**config.mk**
```make
export PLATFORM = sky130hd
export DESIGN_NAME = prio_arbiter
export DESIGN_NICKNAME = d
export VERILOG_FILES = /design/src/rtl/prio_arb_pkg.sv /design/src/rtl/prio_pick.sv /design/src/rtl/prio_arbiter.sv
export SDC_FILE = /design/constraint.sdc
export NUM_CORES = 1
export LEC_CHECK = 0
export CORE_MARGIN = 4
export CORE_UTILIZATION = 55
export CTS_BUF_LIST = sky130_fd_sc_hd__clkbuf_8
export DETAILED_ROUTE_END_ITERATION = 10
export GPL_ROUTABILITY_DRIVEN = 0
export PLACE_DENSITY = 0.84
export SETUP_SLACK_MARGIN = 0.05
export SLEW_MARGIN = 5
export SYNTH_ARGS = -nofsm -noshare
export SYNTH_HDL_FRONTEND = slang
export SYNTH_SLANG_ARGS = --single-unit
export TNS_END_PERCENT = 10
```
**constraint.sdc**
```tcl
create_clock -name clk -period 8.4 [get_ports clk]
set_clock_uncertainty 0.1 [all_clocks]
set_input_delay 0.84 -clock clk [delete_from_list [all_inputs] [get_ports clk]]
set_output_delay 0.84 -clock clk [all_outputs]
set_load 0.05 [all_outputs]
```
**src/rtl/prio_arb_pkg.sv**
```systemverilog
// Shared definitions for the priority / round-robin request arbiter.
//   MODE_FIXED / MODE_RR : values of the arbiter's mode input
//   state_t              : arbiter state (IDLE = no grant, GRANT = grant held)
package prio_arb_pkg;

  localparam logic MODE_FIXED = 1'b0;
  localparam logic MODE_RR    = 1'b1;

  typedef enum logic {
    IDLE  = 1'b0,
    GRANT = 1'b1
  } state_t;

endpackage

```
**src/rtl/prio_pick.sv**
```systemverilog
// Combinational N-bit priority picker with a programmable starting point.
// The search visits start, start-1, ..., 0, N-1, ..., start+1; the first
// set bit wins.
//   vec   : candidate vector
//   start : index with highest priority
//   found : at least one bit of vec is set
//   idx   : index of the winning bit (0 when found is low)
module prio_pick #(
  parameter int unsigned N = 8,
  localparam int unsigned W = $clog2(N)
) (
  input  logic [N-1:0] vec,
  input  logic [W-1:0] start,
  output logic         found,
  output logic [W-1:0] idx
);

  logic [N-1:0] rot;
  logic [W-1:0] sel;

  // rot[N-1] maps to vec[start], rot[N-2] to vec[start-1], and so on, so a
  // plain descending encode of rot follows the wrapped search order.
  always_comb begin
    rot = '0;
    for (int unsigned j = 0; j < N; j++) begin
      rot[j] = vec[W'((j + 32'(start) + 1) % N)];
    end

    found = 1'b0;
    sel   = '0;
    for (int unsigned j = 0; j < N; j++) begin
      if (rot[j]) begin
        found = 1'b1;
        sel   = W'(j);
      end
    end

    idx = found ? W'((32'(sel) + 32'(start) + 1) % N) : '0;
  end

endmodule

```
**src/rtl/prio_arbiter.sv**
```systemverilog
// Registered N-way request arbiter.
// Fixed priority (highest index wins) or round-robin (most recent winner
// gets lowest priority), with an optional lock that keeps the current owner
// granted while its request stays high.
//   clk     : rising-edge clock
//   rst     : synchronous active-high reset
//   en      : arbiter enable, low clears the grant
//   mode    : 0 = fixed priority, 1 = round-robin
//   lock    : hold the current grant while its request stays high
//   req     : request vector, bit i = requester i
//   gnt     : one-hot grant, all zero when nothing is granted
//   gnt_idx : index of the granted requester (holds while idle)
//   valid   : gnt is non-zero
module prio_arbiter
  import prio_arb_pkg::*;
#(
  parameter int unsigned N = 8,
  localparam int unsigned W = $clog2(N)
) (
  input  logic         clk,
  input  logic         rst,
  input  logic         en,
  input  logic         mode,
  input  logic         lock,
  input  logic [N-1:0] req,
  output logic [N-1:0] gnt,
  output logic [W-1:0] gnt_idx,
  output logic         valid
);

  state_t       state, state_n;
  logic [W-1:0] last, last_n;
  logic [N-1:0] gnt_n;
  logic [W-1:0] gnt_idx_n;
  logic         valid_n;

  logic [W-1:0] start;
  logic         found;
  logic [W-1:0] win_idx;

  // Round-robin starts one below the previous winner so that winner ends up
  // last in the search; fixed mode starts at the top with no rotation.
  always_comb begin
    if (mode == MODE_RR) begin
      start = (last == '0) ? W'(N - 1) : last - W'(1);
    end else begin
      start = W'(N - 1);
    end
  end

  prio_pick #(.N(N)) u_pick (
    .vec   (req),
    .start (start),
    .found (found),
    .idx   (win_idx)
  );

  always_comb begin
    state_n   = state;
    last_n    = last;
    gnt_n     = gnt;
    gnt_idx_n = gnt_idx;
    valid_n   = valid;

    if (!en) begin
      state_n = IDLE;
      gnt_n   = '0;
      valid_n = 1'b0;
    end else if (state == GRANT && lock && req[gnt_idx]) begin
      state_n = GRANT;
    end else if (!found) begin
      state_n = IDLE;
      gnt_n   = '0;
      valid_n = 1'b0;
    end else begin
      state_n   = GRANT;
      gnt_n     = N'(1) << win_idx;
      gnt_idx_n = win_idx;
      valid_n   = 1'b1;
      last_n    = win_idx;
    end
  end

  always_ff @(posedge clk) begin
    if (rst) begin
      state   <= IDLE;
      last    <= '0;
      gnt     <= '0;
      gnt_idx <= '0;
      valid   <= 1'b0;
    end else begin
      state   <= state_n;
      last    <= last_n;
      gnt     <= gnt_n;
      gnt_idx <= gnt_idx_n;
      valid   <= valid_n;
    end
  end

endmodule

```
Word-level counts from Yosys, hierarchy flattened
Index checks and enable logic that the tools add are counted.
{"block": "word_totals", "register_bits": 13, "latchBits": 0, "ram_bits": 0, "mem_bits_ro": 0, "input_bits": 13, "output_inout_bits": 12, "mem_count": 0}
{"block": "op_classes", "addsub": 17, "mul": 0, "n_div": 0, "n_lt_le_gt_ge": 9, "eq_ne": 0, "shifts": 1, "n_mux": 39, "n_bitwise": 2, "reduce_logical": 5}
{"operator": "$lt 3x4->1 const B", "count": 9}
{"operator": "$bmux 1 s3", "count": 9}
{"operator": "$add 3x1->3 const B", "count": 8}
{"operator": "$mux 3", "count": 7}
{"operator": "$mux 1", "count": 20}
{"operator": "$add 3x3->3 const A", "count": 4}
{"operator": "$mux 8", "count": 1}
{"operator": "$shl 1x3->8 const A", "count": 1}
{"operator": "$add 2x3->3 const A", "count": 2}
{"operator": "$mux 2", "count": 2}
{"operator": "$add 1x3->3 const A", "count": 1}
{"operator": "$add 3x3->3", "count": 1}
{"operator": "$logic_not 3->1", "count": 1}
{"operator": "$reduce_and 3->1", "count": 1}
{"operator": "$sub 3x1->3 const B", "count": 1}
{"operator": "$logic_and 1x1->1", "count": 2}
{"operator": "$not 1->1", "count": 2}
{"operator": "$reduce_or 2->1", "count": 1}

Depth between registers and ports, before layout
Gate-level depths: netlist (run 1).
{"block": "depth", "depth_word": 19, "depth_mapped": 19}

Modules after synthesis
A second synthesis (run 1) with hierarchy kept.
{"block": "unflattened", "cells_unflattened": 168, "area_unflattened_um2": 1517.7}
{"mod": "prio_arbiter", "n_inst": 1, "cells_each": 88, "area_per_inst_um2": 782.0, "seq_area_each_um2": 260.2}
{"mod": "prio_pick", "n_inst": 1, "cells_each": 80, "area_per_inst_um2": 735.7, "seq_area_each_um2": 0.0}

Worst setup path before layout (run 1)
OpenSTA, ideal clock, no wires.
{"block": "synth_timing", "path_kind": "flip-flop to flip-flop", "startpoint": "register last[0]", "endpoint": "register gnt[6]", "setup_time_ns": 0.087, "t_arrival_ns": 4.271, "path_slack_ns": 3.942, "path_stages_with_launch": 19, "period_less_slack_ns": 4.458, "path_cell_list": "dfxtp_1 > inv_1 > ha_1 > nor2b_1 > or2_1 > buf_6 > ha_1 > xnor2_1 > xnor2_1 > mux4_2 > a41oi_2 > o21ai_2 > a21oi_4 > nor2_1 > fa_1 > xnor2_1 > nor3_1 > o21ai_1 > o31ai_1"}
{"block": "synth_via", "elab_chain_cells": 19, "elab_cells_between_ends": 57, "cone_classes": "17 x add/sub; 1 x shift; 37 x mux; 2 x reduce/logical"}
{"element": "start, declared", "line": "prio_arbiter.sv:32", "rtl": "logic [W-1:0] last, last_n;"}
{"element": "start signal, assigned", "line": "prio_arbiter.sv:93", "rtl": "last <= last_n;"}
{"element": "$sub 3x1->3 / $logic_not 3->1 (equally long branches)", "line": "prio_arbiter.sv:45", "rtl": "start = (last == '0) ? W'(N - 1) : last - W'(1);"}
{"element": "$mux 3", "line": "prio_arbiter.sv:45"}
{"element": "$mux 3", "line": "prio_arbiter.sv:44", "rtl": "if (mode == MODE_RR) begin"}
{"element": "$add 1x3->3", "line": "prio_pick.sv:26", "rtl": "rot[j] = vec[W'((j + 32'(start) + 1) % N)];"}
{"element": "$add 3x1->3", "line": "prio_pick.sv:26"}
{"element": "$bmux 1 s3", "line": "prio_pick.sv:26"}
{"element": "$mux 1 (not written as such)", "line": "prio_pick.sv:26"}
{"element": "$mux 1", "line": "prio_pick.sv:32", "rtl": "if (rot[j]) begin"}
{"element": "$mux 2 (2 in a row)", "line": "prio_pick.sv:32"}
{"element": "$mux 3 (4 in a row)", "line": "prio_pick.sv:32"}
{"element": "$add 3x3->3", "line": "prio_pick.sv:38", "rtl": "idx = found ? W'((32'(sel) + 32'(start) + 1) % N) : '0;"}
{"element": "$add 3x1->3", "line": "prio_pick.sv:38"}
{"element": "$mux 3", "line": "prio_pick.sv:38"}
{"element": "$shl 1x3->8", "line": "prio_arbiter.sv:77", "rtl": "gnt_n = N'(1) << win_idx;"}
{"element": "$mux 8", "line": "prio_arbiter.sv:71", "rtl": "end else if (!found) begin"}
{"element": "end signal, assigned", "line": "prio_arbiter.sv:94", "rtl": "gnt <= gnt_n;"}
{"element": "end, declared", "line": "prio_arbiter.sv:26", "rtl": "output logic [N-1:0] gnt,"}
Several ways; a longest one is shown, not always the timed one. The select of a mux whose other input is x is not followed.
A chain may end at the register's enable or synchronous reset.

Final worst setup path (run 1)
{"block": "layout_timing", "startpoint": "input mode", "endpoint": "register gnt[2]"}
{"block": "layout_via", "elab_chain_cells": 17, "elab_cells_between_ends": 51, "cone_classes": "16 x add/sub; 1 x shift; 34 x mux"}
{"element": "start, declared", "line": "prio_arbiter.sv:23", "rtl": "input logic mode,"}
{"element": "$mux 3 *", "line": "prio_arbiter.sv:44"}
{"element": "$add 1x3->3", "line": "prio_pick.sv:26"}
{"element": "$add 3x1->3", "line": "prio_pick.sv:26"}
{"element": "$bmux 1 s3", "line": "prio_pick.sv:26"}
{"element": "$mux 1 (not written as such)", "line": "prio_pick.sv:26"}
{"element": "$mux 1", "line": "prio_pick.sv:32"}
{"element": "$mux 2 (2 in a row)", "line": "prio_pick.sv:32"}
{"element": "$mux 3 (4 in a row)", "line": "prio_pick.sv:32"}
{"element": "$add 3x3->3", "line": "prio_pick.sv:38"}
{"element": "$add 3x1->3", "line": "prio_pick.sv:38"}
{"element": "$mux 3", "line": "prio_pick.sv:38"}
{"element": "$shl 1x3->8", "line": "prio_arbiter.sv:77"}
{"element": "$mux 8 *", "line": "prio_arbiter.sv:71"}
Every way passes the cells marked *; elsewhere a longest branch is shown, timed or not. The select of a mux whose other input is x is not followed.

==> results of run 1 <==
-- cells in the final DEF, fill, tap and decap left out, drive strengths merged --
master	netlist	layout
o211ai	5	5
dfxtp	13	13
or2	3	3
ha	5	5
o21ai	13	13
clkdlybuf4s50	0	24
inv	6	7
o2111ai	2	2
mux4	5	5
nor2b	2	2
a31oi	3	3
nor2	10	10
a21oi	4	4
o31ai	2	2
clkinv	2	2
xnor2	10	10
nor3	4	4
a311oi	1	1
a31o	1	1
a21boi	1	1
nand2b	1	1
o21a	1	1
mux2	4	4
and2	2	2
a211oi	2	2
and4	1	1
nand3b	2	2
fa	1	1
nand3	9	9
nand2	15	15
nor4b	1	1
o32ai	2	2
clkbuf	1	3
mux2i	9	9
a41oi	1	1
-- layer usage --
| metal | global-route usage (%) | vias up |
|---|---|---|
| met5 | 0 | - |
| met4 | 6.44 | 0 |
| met3 | 1.39 | 5 |
| met2 | 36.7 | 27 |
| met1 | 25.2 | 562 |
| li1 | - | 597 |
-- sequential cells by signal (all words and copies together), names as in the netlist --
signal and cells:
gnt 8, valid 1, state 1, last 3
-- where the power goes --
group	switching [mW]	internal (mW)	leakage (nW)
sequential	0.00960	0.0702	0.106
clock	0.0210	0.0322	0.0269
combinational	0.144	0.100	0.449
-- worst min-delay path, stage by stage, from the launching register on --
cell and delay (ns):
dfxtp_1 0.32, nand2_1 0.04, o21ai_0 0.05
-- cells by family (layout without fill, tap and decap cells) --
kind of cell	after synthesis	in the layout	synth area share (%)
AOI/OAI and AO/OA	38	38	21.6
DFF	13	13	20.3
xor gates and xnor gates	10	10	6.84
and+or+nand+nor	50	50	20.0
adders and majority gates	6	6	6.45
buffers and inverters	12	36	5.38
muxes	18	18	19.4
-- final timing paths --
check,start,endpoint,slack (ns),cells after the start
worst min register to register,gnt[0]$_SDFFE_PP0N_,gnt[0]$_SDFFE_PP0N_,0.35,2
worst max-delay path,mode,gnt[2]$_SDFFE_PP0N_,3.43,17
worst min-delay path,gnt[0]$_SDFFE_PP0N_,gnt[0]$_SDFFE_PP0N_,0.35,2
worst max register to register,last[0]$_SDFFE_PP0P_,gnt[2]$_SDFFE_PP0N_,3.72,18
-- layout make-up --
type	instances	area (sq um)	area share (%)
clock buffer	3	41.3	2.64
tap	28	35.0	2.24
timing repair buffer	24	240	15.3
clock inverter	1	3.75	0.240
sequential	13	260	16.6
inverter	8	35.0	2.24
multi-input combinational	122	951	60.7
==> run_results.csv, run 1 <==
group,metric,value,unit
outcome,status,"finished, final reports clean",
sta,slew_headroom,60.9,%
worst_setup_path,critPathMaxFanout,9,
placed_design,dp_slack,3.19,ns
synthesis,seq_area_frac_synth,20.3,%
grt,grt_antenna_before_repair,0,
synthesis,ys_types,42,
floorplan,io_pins,25,
clocking,cts.path.max_buffers,2,
synthesis,synth_most_common_cell,"nand2_1",
placed_design,port_buffers,24,
synthesis,ys_seq_elements,13,
synthesis,syn-instance-count,147,
clocking,postCtsSetupRepairBufs,0,
worst_setup_path,worstPathArrival,5.03,ns
finish,fill_cells,179,
finish,diodes,0,
synthesis,syn-num-nets,166,
sta,max_freq,0.201,GHz
synthesis,synth_common_cells,"15 x nand2_1, 13 x dfxtp_1, 11 x o21ai_0",
grt,grt_pass1_wl,5210,um
clocking,cts_tree,"built",
floorplan,die_h,56.2,um
worst_setup_path,path_delay_family,"simple AND/OR/NAND/NOR gates",
sta,tns,0,ns
detailed_routing,drtPass1Iterations,4,
detailed_routing,drc,0,
clocking,cts_resized,0,
floorplan,die_area,0.00316,sq mm
detailed_routing,top_layer,"met4",
grt,grt_pass1_vias,1143,
clocking,htree_levels,1,
worst_setup_path,path_class,"in2reg",
placed_design,placed_area,0.00152,sq mm
clocking,cts_inserted_buffers,3,
clocking,ctsRootBufferMaster,"clkbuf_8",
grt,grt.total_usage,20.3,%
sta,layout_setup_ws,3.43,ns
detailed_routing,drt.antenna.violating_nets,0,
worst_setup_path,critPathLaunchType,"primary input",
clocking,cts_sinks,13,
floorplan,coreArea,0.00221,sq mm
clocking,cts_hold_buf,0,
worst_hold_path,hold_class,"reg2reg",
worst_setup_path,endpoint_kind,"flop",
clocking,clk-insertion-delay-late,0.24,ns
floorplan,initial_utilization,57.9,%
finish,finish.utilization,70.8,%
worst_setup_path,max_stage_delay,0.54,ns
finish,fin_cells,199,
worst_setup_path,required,8.46,ns
flow_run,maxCapViolCount,0,
synthesis,yosysWarnings,0,
sta,period_share,59.2,%
sta,finalHoldViolations,0,
power_and_ir_drop,power.density,241,mW/mm^2
sta,grt_setup_unrepaired,"false",
detailed_routing,via_count,1191,
worst_setup_path,slowest_stage,"mux4_2",
finish,final_nets,191,
sta,worst_hold_slack,0.349,ns
placed_design,hpwl,2580,um
synthesis,syn-cell-area,0.00128,sq mm
floorplan,die_w,56.2,um
synthesis,synth_area_leaders,"dfxtp_1 20%, mux4_2 8.8%, mux2i_1 7.0%",
detailed_routing,drt_iter0_markers,32,
grt,grt_overflow,0,
synthesis,yosysTopAreaCellShare,20.3,%
finish,final_area,0.00157,sq mm
synthesis,yosysTopAreaCell,"dfxtp_1",
worst_setup_path,worstPathCellList,"clkdlybuf4s50_1 -> nand2_1 -> or2_1 -> clkinv_4 -> ha_1 -> xnor2_1 -> xnor2_1 -> mux4_2 -> a41oi_2 -> o21ai_2 -> a21oi_4 -> nor2_1 -> fa_1 -> xnor2_1 -> nor3_1 -> o211ai_1 -> o21ai_0",
detailed_routing,wl_met2,1590,um
synthesis,ys_async_sr_fraction,0,%
synthesis,synth-edff-count,0,
detailed_routing,routedLengthMet1,1360,um
placed_design,placed_cells,195,
clocking,clkTransAtPathRegs,0.05,ns
sta,period_minus_slack,4.97,ns
sta,report.final.setup_viol,0,
power_and_ir_drop,p_leak,0.583,nW
grt,grt_max_degree,10,
power_and_ir_drop,peakVddDrop,0.000147,V
detailed_routing,wl,3080,um
detailed_routing,post_drt_wl_per_cell,15.5,um
finish,drive_gt1_share,11.1,%
sta,drv_slew,0,
synthesis,synthFlopType,"dfxtp_1",
synthesis,syn_area_per_cell,8.71,sq um
sta,worst_slew_pin_slew,0.582,ns
power_and_ir_drop,power,377,uW
finish,syn2layout_area_growth,22.4,%
detailed_routing,wl_met3,85,um
worst_setup_path,critPathBufInv,2,
worst_setup_path,cpMostUsedCell,"xnor2_1",
floorplan,rows,17,
detailed_routing,via_per_inst,5.98,
No activity file was read; power rests on OpenSTA's default activity.
==> run 2, diff against run 1 <==
--- a/config.mk
+++ b/config.mk
@@ -6,11 +6,11 @@
 export NUM_CORES = 1
 export LEC_CHECK = 0
 export CORE_MARGIN = 4
-export CORE_UTILIZATION = 55
+export CORE_UTILIZATION = 48
 export CTS_BUF_LIST = sky130_fd_sc_hd__clkbuf_8
 export DETAILED_ROUTE_END_ITERATION = 10
 export GPL_ROUTABILITY_DRIVEN = 0
-export PLACE_DENSITY = 0.84
+export PLACE_DENSITY = 0.78
 export SETUP_SLACK_MARGIN = 0.05
 export SLEW_MARGIN = 5
 export SYNTH_ARGS = -nofsm -noshare
==> constraint.sdc (replaced) <==
create_clock -name clk -period 4.2 [get_ports clk]
set_clock_uncertainty 0.1 [all_clocks]
set_input_delay 0.42 -clock clk [delete_from_list [all_inputs] [get_ports clk]]
set_output_delay 0.42 -clock clk [all_outputs]
set_load 0.05 [all_outputs]
==> run 2 against run 1 <==
Final cell count increased by 8.5%. Count of clock-buffer cells in the layout did not move. Sequential share of layout area shrank 1.5 points. First-iteration DRC count unchanged. Worst hold slack about the same. Critical path depth is the same. Via count up 9.4%. Register-to-register slack worse by 3.5 ns. Largest power group unchanged.
==> run_results.csv, run 2 (synthesized netlist as in run 1, its figures left out) <==
group,metric,value,unit
sta,report.final.setup_viol,0,
detailed_routing,drt_iter0_markers,32,
worst_setup_path,worstPathCellList,"inv_2 -> ha_4 -> nor2b_4 -> or2_4 -> ha_4 -> xnor2_1 -> xnor2_1 -> mux4_2 -> a41oi_2 -> o21ai_2 -> a21oi_4 -> nor2_2 -> fa_2 -> xnor2_2 -> nor3_2 -> o211ai_1 -> o21ai_1",
worst_hold_path,hold_class,"reg2reg",
placed_design,hpwl,2750,um
clocking,clk-insertion-delay-late,0.24,ns
clocking,cts.path.max_buffers,2,
grt,grt_antenna_before_repair,0,
grt,grt_max_degree,10,
placed_design,placed_area,0.00163,sq mm
power_and_ir_drop,share_comb_of_total_power,69.5,%
sta,period_minus_slack,4.01,ns
detailed_routing,wl,3470,um
placed_design,port_buffers,24,
floorplan,rows,18,
floorplan,initial_utilization,51.2,%
sta,slew_headroom,56.6,%
sta,period_share,95.6,%
floorplan,die_h,59.6,um
clocking,cts_sinks,13,
clocking,clkTransAtPathRegs,0.05,ns
power_and_ir_drop,power,855,uW
worst_setup_path,critPathMaxFanout,3,
finish,final_area,0.00177,sq mm
power_and_ir_drop,switchingPower,383,uW
worst_setup_path,worst-r2r-cell-count,17,
worst_setup_path,slowest_stage,"mux4_2",
finish,top_regs,"gnt (8), last (3)",
power_and_ir_drop,power.density,483,mW/mm^2
detailed_routing,drtPass1Iterations,4,
finish,mostFrequentLayoutCells,"23 x clkdlybuf4s50_1, 15 x buf_4, 14 x nand2_1, 11 x dfxtp_1",
power_and_ir_drop,netSwitchingFraction,44.8,%
worst_hold_path,holdCritStartpoint,"gnt[1]$_SDFFE_PP0N_",
placed_design,placed_cells,210,
sta,finalHoldViolations,0,
sta,tns,0,ns
outcome,status,"finished, final reports clean",
grt,met1_usage,23.7,%
sta,worst_hold_slack,0.349,ns
floorplan,die_area,0.00356,sq mm
grt,grt_pass1_vias,1273,
detailed_routing,post_drt_wl_per_cell,16.1,um
placed_design,dp_slack,-0.213,ns
worst_setup_path,path_class,"reg2reg",
sta,layout_setup_ws,0.186,ns
finish,finish.utilization,70.9,%
finish,layout.cells.most_common,"clkdlybuf4s50_1",
power_and_ir_drop,internal_power,472,uW
worst_setup_path,critPathLaunchType,"flop",
worst_setup_path,r2r_start,"last[1]$_SDFFE_PP0P_",
grt,grt.total_usage,20.6,%
power_and_ir_drop,p_seq_share,17.9,%
flow_run,maxCapViolCount,0,
floorplan,die_w,59.6,um
power_and_ir_drop,p_clk_share,12.6,%
finish,diodes,0,
sta,worst_slew_pin_slew,0.649,ns
finish,fin_cells,216,
finish,final_nets,206,
finish,syn2layout_area_growth,38.5,%
grt,grt_overflow,0,
clocking,cts_tree,"built",
clocking,htree_levels,1,
worst_setup_path,ff2ff_setup_slack,0.19,ns
grt,use_met2,37.5,%
power_and_ir_drop,peakVddDrop,0.000372,V
worst_setup_path,endpoint_kind,"flop",
detailed_routing,via_count,1303,
floorplan,coreArea,0.00250,sq mm
worst_setup_path,required,4.22,ns
detailed_routing,drt.antenna.violating_nets,0,
worst_setup_path,worstPathArrival,4.03,ns
finish,drive_gt1_share,26.9,%
worst_hold_path,hold-path-cell-count,2,
grt,met3_usage,2.83,%
finish,largest_register_ffs,8,
power_and_ir_drop,p_leak,0.684,nW
clocking,cts_inserted_buffers,3,
worst_hold_path,min_to,"gnt[1]$_SDFFE_PP0N_",
detailed_routing,via_per_inst,6.03,
sta,grt_setup_unrepaired,"false",
sta,max_freq,0.249,GHz
clocking,ctsRootBufferMaster,"clkbuf_8",
worst_setup_path,reg2reg_to,"gnt[0]$_SDFFE_PP0N_",
floorplan,io_pins,25,
detailed_routing,drc,0,
grt,grt.busiest_layer,"met2",
finish,regMostFlops,"gnt",
worst_setup_path,max_stage_delay,0.57,ns
grt,grt_pass1_wl,5560,um
sta,drv_slew,0,
==> run 2: worst max-delay path: cells and delay by family (launching register included) <==
family | cells | cell delay, ns
compound gates | 5 | 0.87
fa+ha+maj | 3 | 0.78
xor+xnor | 3 | 0.62
mux | 1 | 0.57
simple gates | 4 | 0.54
flops | 1 | 0.36
buf+inv | 1 | 0.05
==> run 2: final cells by class <==
cell class | instances | area, sq um
Sequential cell | 13 | 268
Tap cell | 30 | 37.5
Timing Repair Buffer | 39 | 355
Clock buffer | 3 | 41.3
Inverter | 8 | 35.0
Fill cell | 195 | 727
Clock inverter | 1 | 3.75
Multi-Input combinational cell | 122 | 1030
==> run 2: power groups by stage <==
stage	clock [mW]	combinational, mW	sequential [mW]
after floorplan	0	0.330	0.213
after global placement	0	0.521	0.155
after detailed placement	0	0.537	0.156
after CTS	0.110	0.552	0.154
after global routing	0.115	0.641	0.156
final	0.108	0.595	0.153
==> run 2: routing by layer <==
layer	wire length (um)	part of all wire, %	vias to the layer above
met4	81	2.3	0
met1	1380	40	620
met2	1790	52	46
li1	-	-	625
met5	0	0	-
met3	220	6.3	12
==> run 2: worst max-delay path by stage <==
stage	start	endpoint	slack [ns]	cells after the start
2_1_floorplan	last[0]$_SDFFE_PP0P_	gnt[6]$_SDFFE_PP0N_	0.08	18
4_1_cts	last[1]$_SDFFE_PP0P_	gnt[0]$_SDFFE_PP0N_	0.08	17
6_report	last[1]$_SDFFE_PP0P_	gnt[0]$_SDFFE_PP0N_	0.19	17
3_5_place_dp	mode	gnt[0]$_SDFFE_PP0N_	-0.21	16
3_3_place_gp	mode	gnt[1]$_SDFFE_PP0N_	-0.07	16
5_1_grt	last[1]$_SDFFE_PP0P_	gnt[0]$_SDFFE_PP0N_	0.008	18
==> run 2: what timing repair did <==
action	in CTS	in global routing
buffers inserted	0	2
hold buffers	0	0
gates resized for setup	5	16
endpoints found under the setup margin	4	9
pin swaps	0	11
hold endpoints to repair	0	0
==> run 3, diff against run 2 <==
--- a/config.mk
+++ b/config.mk
@@ -11,7 +11,7 @@
 export DETAILED_ROUTE_END_ITERATION = 10
 export GPL_ROUTABILITY_DRIVEN = 0
 export PLACE_DENSITY = 0.78
-export SETUP_SLACK_MARGIN = 0.05
+export SETUP_SLACK_MARGIN = 0.2
 export SLEW_MARGIN = 5
 export SYNTH_ARGS = -nofsm -noshare
 export SYNTH_HDL_FRONTEND = slang
==> run 3 against run 2 <==
Clock power about the same. Global-route usage increased by 0.22 points. First-iteration DRC count increased by 140%. Fmax increased by 3.6%. Via count increased by 1.2%. Critical endpoint is now last[2]$_SDFFE_PP0P_. Largest cell class unchanged.
==> run_results.csv, run 3 (synthesized netlist as in run 1, its figures left out) <==
group,metric,value,unit
outcome,status,"finished, final reports clean",
worst_setup_path,max_stage_delay,0.57,ns
sta,max_freq,0.258,GHz
placed_design,hpwl,2810,um
power_and_ir_drop,power,873,uW
placed_design,placed_cells,206,
detailed_routing,drt_iter0_markers,77,
floorplan,die_area,0.00356,sq mm
worst_setup_path,worstPathCellList,"inv_4 -> ha_4 -> nor2b_4 -> or2_4 -> ha_4 -> xnor2_2 -> xnor2_1 -> mux4_2 -> a41oi_2 -> o21ai_2 -> a21oi_4 -> nor2_2 -> fa_2 -> xnor2_2 -> buf_4 -> nand2_1 -> a311oi_1",
power_and_ir_drop,p_leak,0.697,nW
finish,drive_gt1_share,28.5,%
clocking,clkTransAtPathRegs,0.05,ns
finish,final_area,0.00181,sq mm
finish,diodes,0,
detailed_routing,drt.antenna.violating_nets,0,
sta,grt_setup_unrepaired,"false",
floorplan,io_pins,25,
finish,fin_cells,216,
grt,grt_overflow,0,
finish,top_regs,"gnt (8), last (3)",
finish,largest_register_ffs,8,
worst_setup_path,slowest_stage,"mux4_2",
power_and_ir_drop,peakVddDrop,0.000391,V
floorplan,coreArea,0.00250,sq mm
clocking,clk-insertion-delay-late,0.24,ns
sta,tns,0,ns
floorplan,rows,18,
floorplan,die_w,59.6,um
finish,final_nets,206,
worst_setup_path,reg2reg_to,"last[2]$_SDFFE_PP0P_",
sta,drv_slew,0,
grt,grt_max_degree,10,
clocking,cts.path.max_buffers,2,
grt,grt_pass1_vias,1270,
worst_hold_path,holdCritStartpoint,"gnt[2]$_SDFFE_PP0N_",
worst_setup_path,endpoint_kind,"flop",
worst_setup_path,path_class,"reg2reg",
worst_setup_path,worst-r2r-cell-count,17,
placed_design,port_buffers,24,
clocking,cts_hold_buf,0,
worst_setup_path,critPathLaunchType,"flop",
placed_design,placed_area,0.00161,sq mm
worst_setup_path,ff2ff_setup_slack,0.32,ns
power_and_ir_drop,power.density,484,mW/mm^2
worst_setup_path,critPathMaxFanout,3,
worst_setup_path,worstPathArrival,3.91,ns
worst_hold_path,hold-path-cell-count,2,
worst_hold_path,min_to,"gnt[2]$_SDFFE_PP0N_",
finish,syn2layout_area_growth,41.1,%
finish,regMostFlops,"gnt",
clocking,cts_tree,"built",
detailed_routing,drc,0,
detailed_routing,wl,3600,um
worst_setup_path,required,4.24,ns
worst_setup_path,r2r_start,"last[1]$_SDFFE_PP0P_",
finish,layout.cells.most_common,"clkdlybuf4s50_1",
sta,finalHoldViolations,0,
grt,grt.total_usage,20.8,%
placed_design,dp_slack,-0.143,ns
detailed_routing,via_count,1319,
grt,grt_pass1_wl,5710,um
floorplan,die_h,59.6,um
clocking,cts_inserted_buffers,3,
worst_setup_path,critPathBufInv,2,
detailed_routing,via_per_inst,6.11,
detailed_routing,drtPass1Iterations,6,
sta,period_minus_slack,3.88,ns
clocking,ctsRootBufferMaster,"clkbuf_8",
clocking,htree_levels,1,
sta,period_share,92.3,%
flow_run,maxCapViolCount,0,
detailed_routing,post_drt_wl_per_cell,16.7,um
grt,grt_antenna_before_repair,0,
sta,slew_headroom,57.2,%
finish,mostFrequentLayoutCells,"23 x clkdlybuf4s50_1, 15 x buf_4, 14 x nand2_1, 11 x dfxtp_1",
floorplan,initial_utilization,51.2,%
worst_setup_path,path_delay_family,"adder cells",
sta,worst_slew_pin_slew,0.637,ns
sta,report.final.setup_viol,0,
worst_hold_path,hold_class,"reg2reg",
clocking,cts_sinks,13,
sta,layout_setup_ws,0.325,ns
## run 3: cell types whose count changed in the layout (fill, tap and decap cells not counted)
| cell | delta |
|---|---|
| inv_4 | +2 |
| ha_1 | -1 |
| xnor2_1 | -2 |
| inv_2 | -2 |
| ha_4 | +1 |
| o21ai_0 | -2 |
| xnor2_2 | +2 |
| o21ai_1 | +2 |
## run 3: worst register-to-register path, stage by stage, from the launching register on
cell and delay, ns:
dfxtp_4 0.37, inv_4 0.04, ha_4 0.15, nor2b_4 0.14
or2_4 0.27, ha_4 0.18, xnor2_2 0.13, xnor2_1 0.19
mux4_2 0.57, a41oi_2 0.20, o21ai_2 0.11, a21oi_4 0.14
nor2_2 0.05, fa_2 0.41, xnor2_2 0.23, buf_4 0.15
nand2_1 0.04, a311oi_1 0.30
## run 3: worst max-delay path by stage
stage                     slack [ns]                  from  cells after the start                    to
final                           0.32  last[1]$_SDFFE_PP0P_                     17  last[2]$_SDFFE_PP0P_
after detailed placement       -0.14                  mode                     16   gnt[3]$_SDFFE_PP0N_
after global placement          0.07                  mode                     16   gnt[3]$_SDFFE_PP0N_
after global routing            0.17  last[1]$_SDFFE_PP0P_                     17   gnt[3]$_SDFFE_PP0N_
after floorplan                 0.22  last[0]$_SDFFE_PP0P_                     18   gnt[6]$_SDFFE_PP0N_
after CTS                       0.19  last[1]$_SDFFE_PP0P_                     18   gnt[0]$_SDFFE_PP0N_
## run 3: area by class of cell
| cell class | count | area, sq um |
|---|---|---|
| Clock buffer | 3 | 41.3 |
| Sequential cell | 13 | 268 |
| Inverter | 8 | 40.0 |
| Tap cell | 30 | 37.5 |
| Fill cell | 196 | 694 |
| Multi-Input combinational cell | 122 | 1060 |
| Timing Repair Buffer | 39 | 355 |
| Clock inverter | 1 | 3.75 |
## run 3: per-layer routing
layer | global-route usage [%] | vias up | wire length, um
met2 | 37.7 | 56 | 1930
met1 | 24.6 | 624 | 1420
li1 | - | 629 | -
met3 | 2.61 | 10 | 178
met5 | 0 | - | 0
met4 | 7.91 | 0 | 65
## run 3: where the power goes
group          switching [mW]  total [mW]  internal [mW]
clock                  0.0422       0.107         0.0644
sequential             0.0124       0.155          0.142
combinational           0.338       0.612          0.274
## run 3: through the flow
step           utilization (%)  hold WS [ns]
3_5_place_dp              64.5         0.341
6_report                  72.2         0.346
4_1_cts                   68.8         0.353
3_3_place_gp              64.5         0.335
5_1_grt                   72.2         0.377
2_1_floorplan                -         0.383
## run 3: timing repair
| item | in CTS | in global routing |
|---|---|---|
| endpoints found under the setup margin | 9 | 9 |
| pin swaps | 9 | 12 |
| buffers inserted | 1 | 5 |
| resized for setup | 13 | 13 |
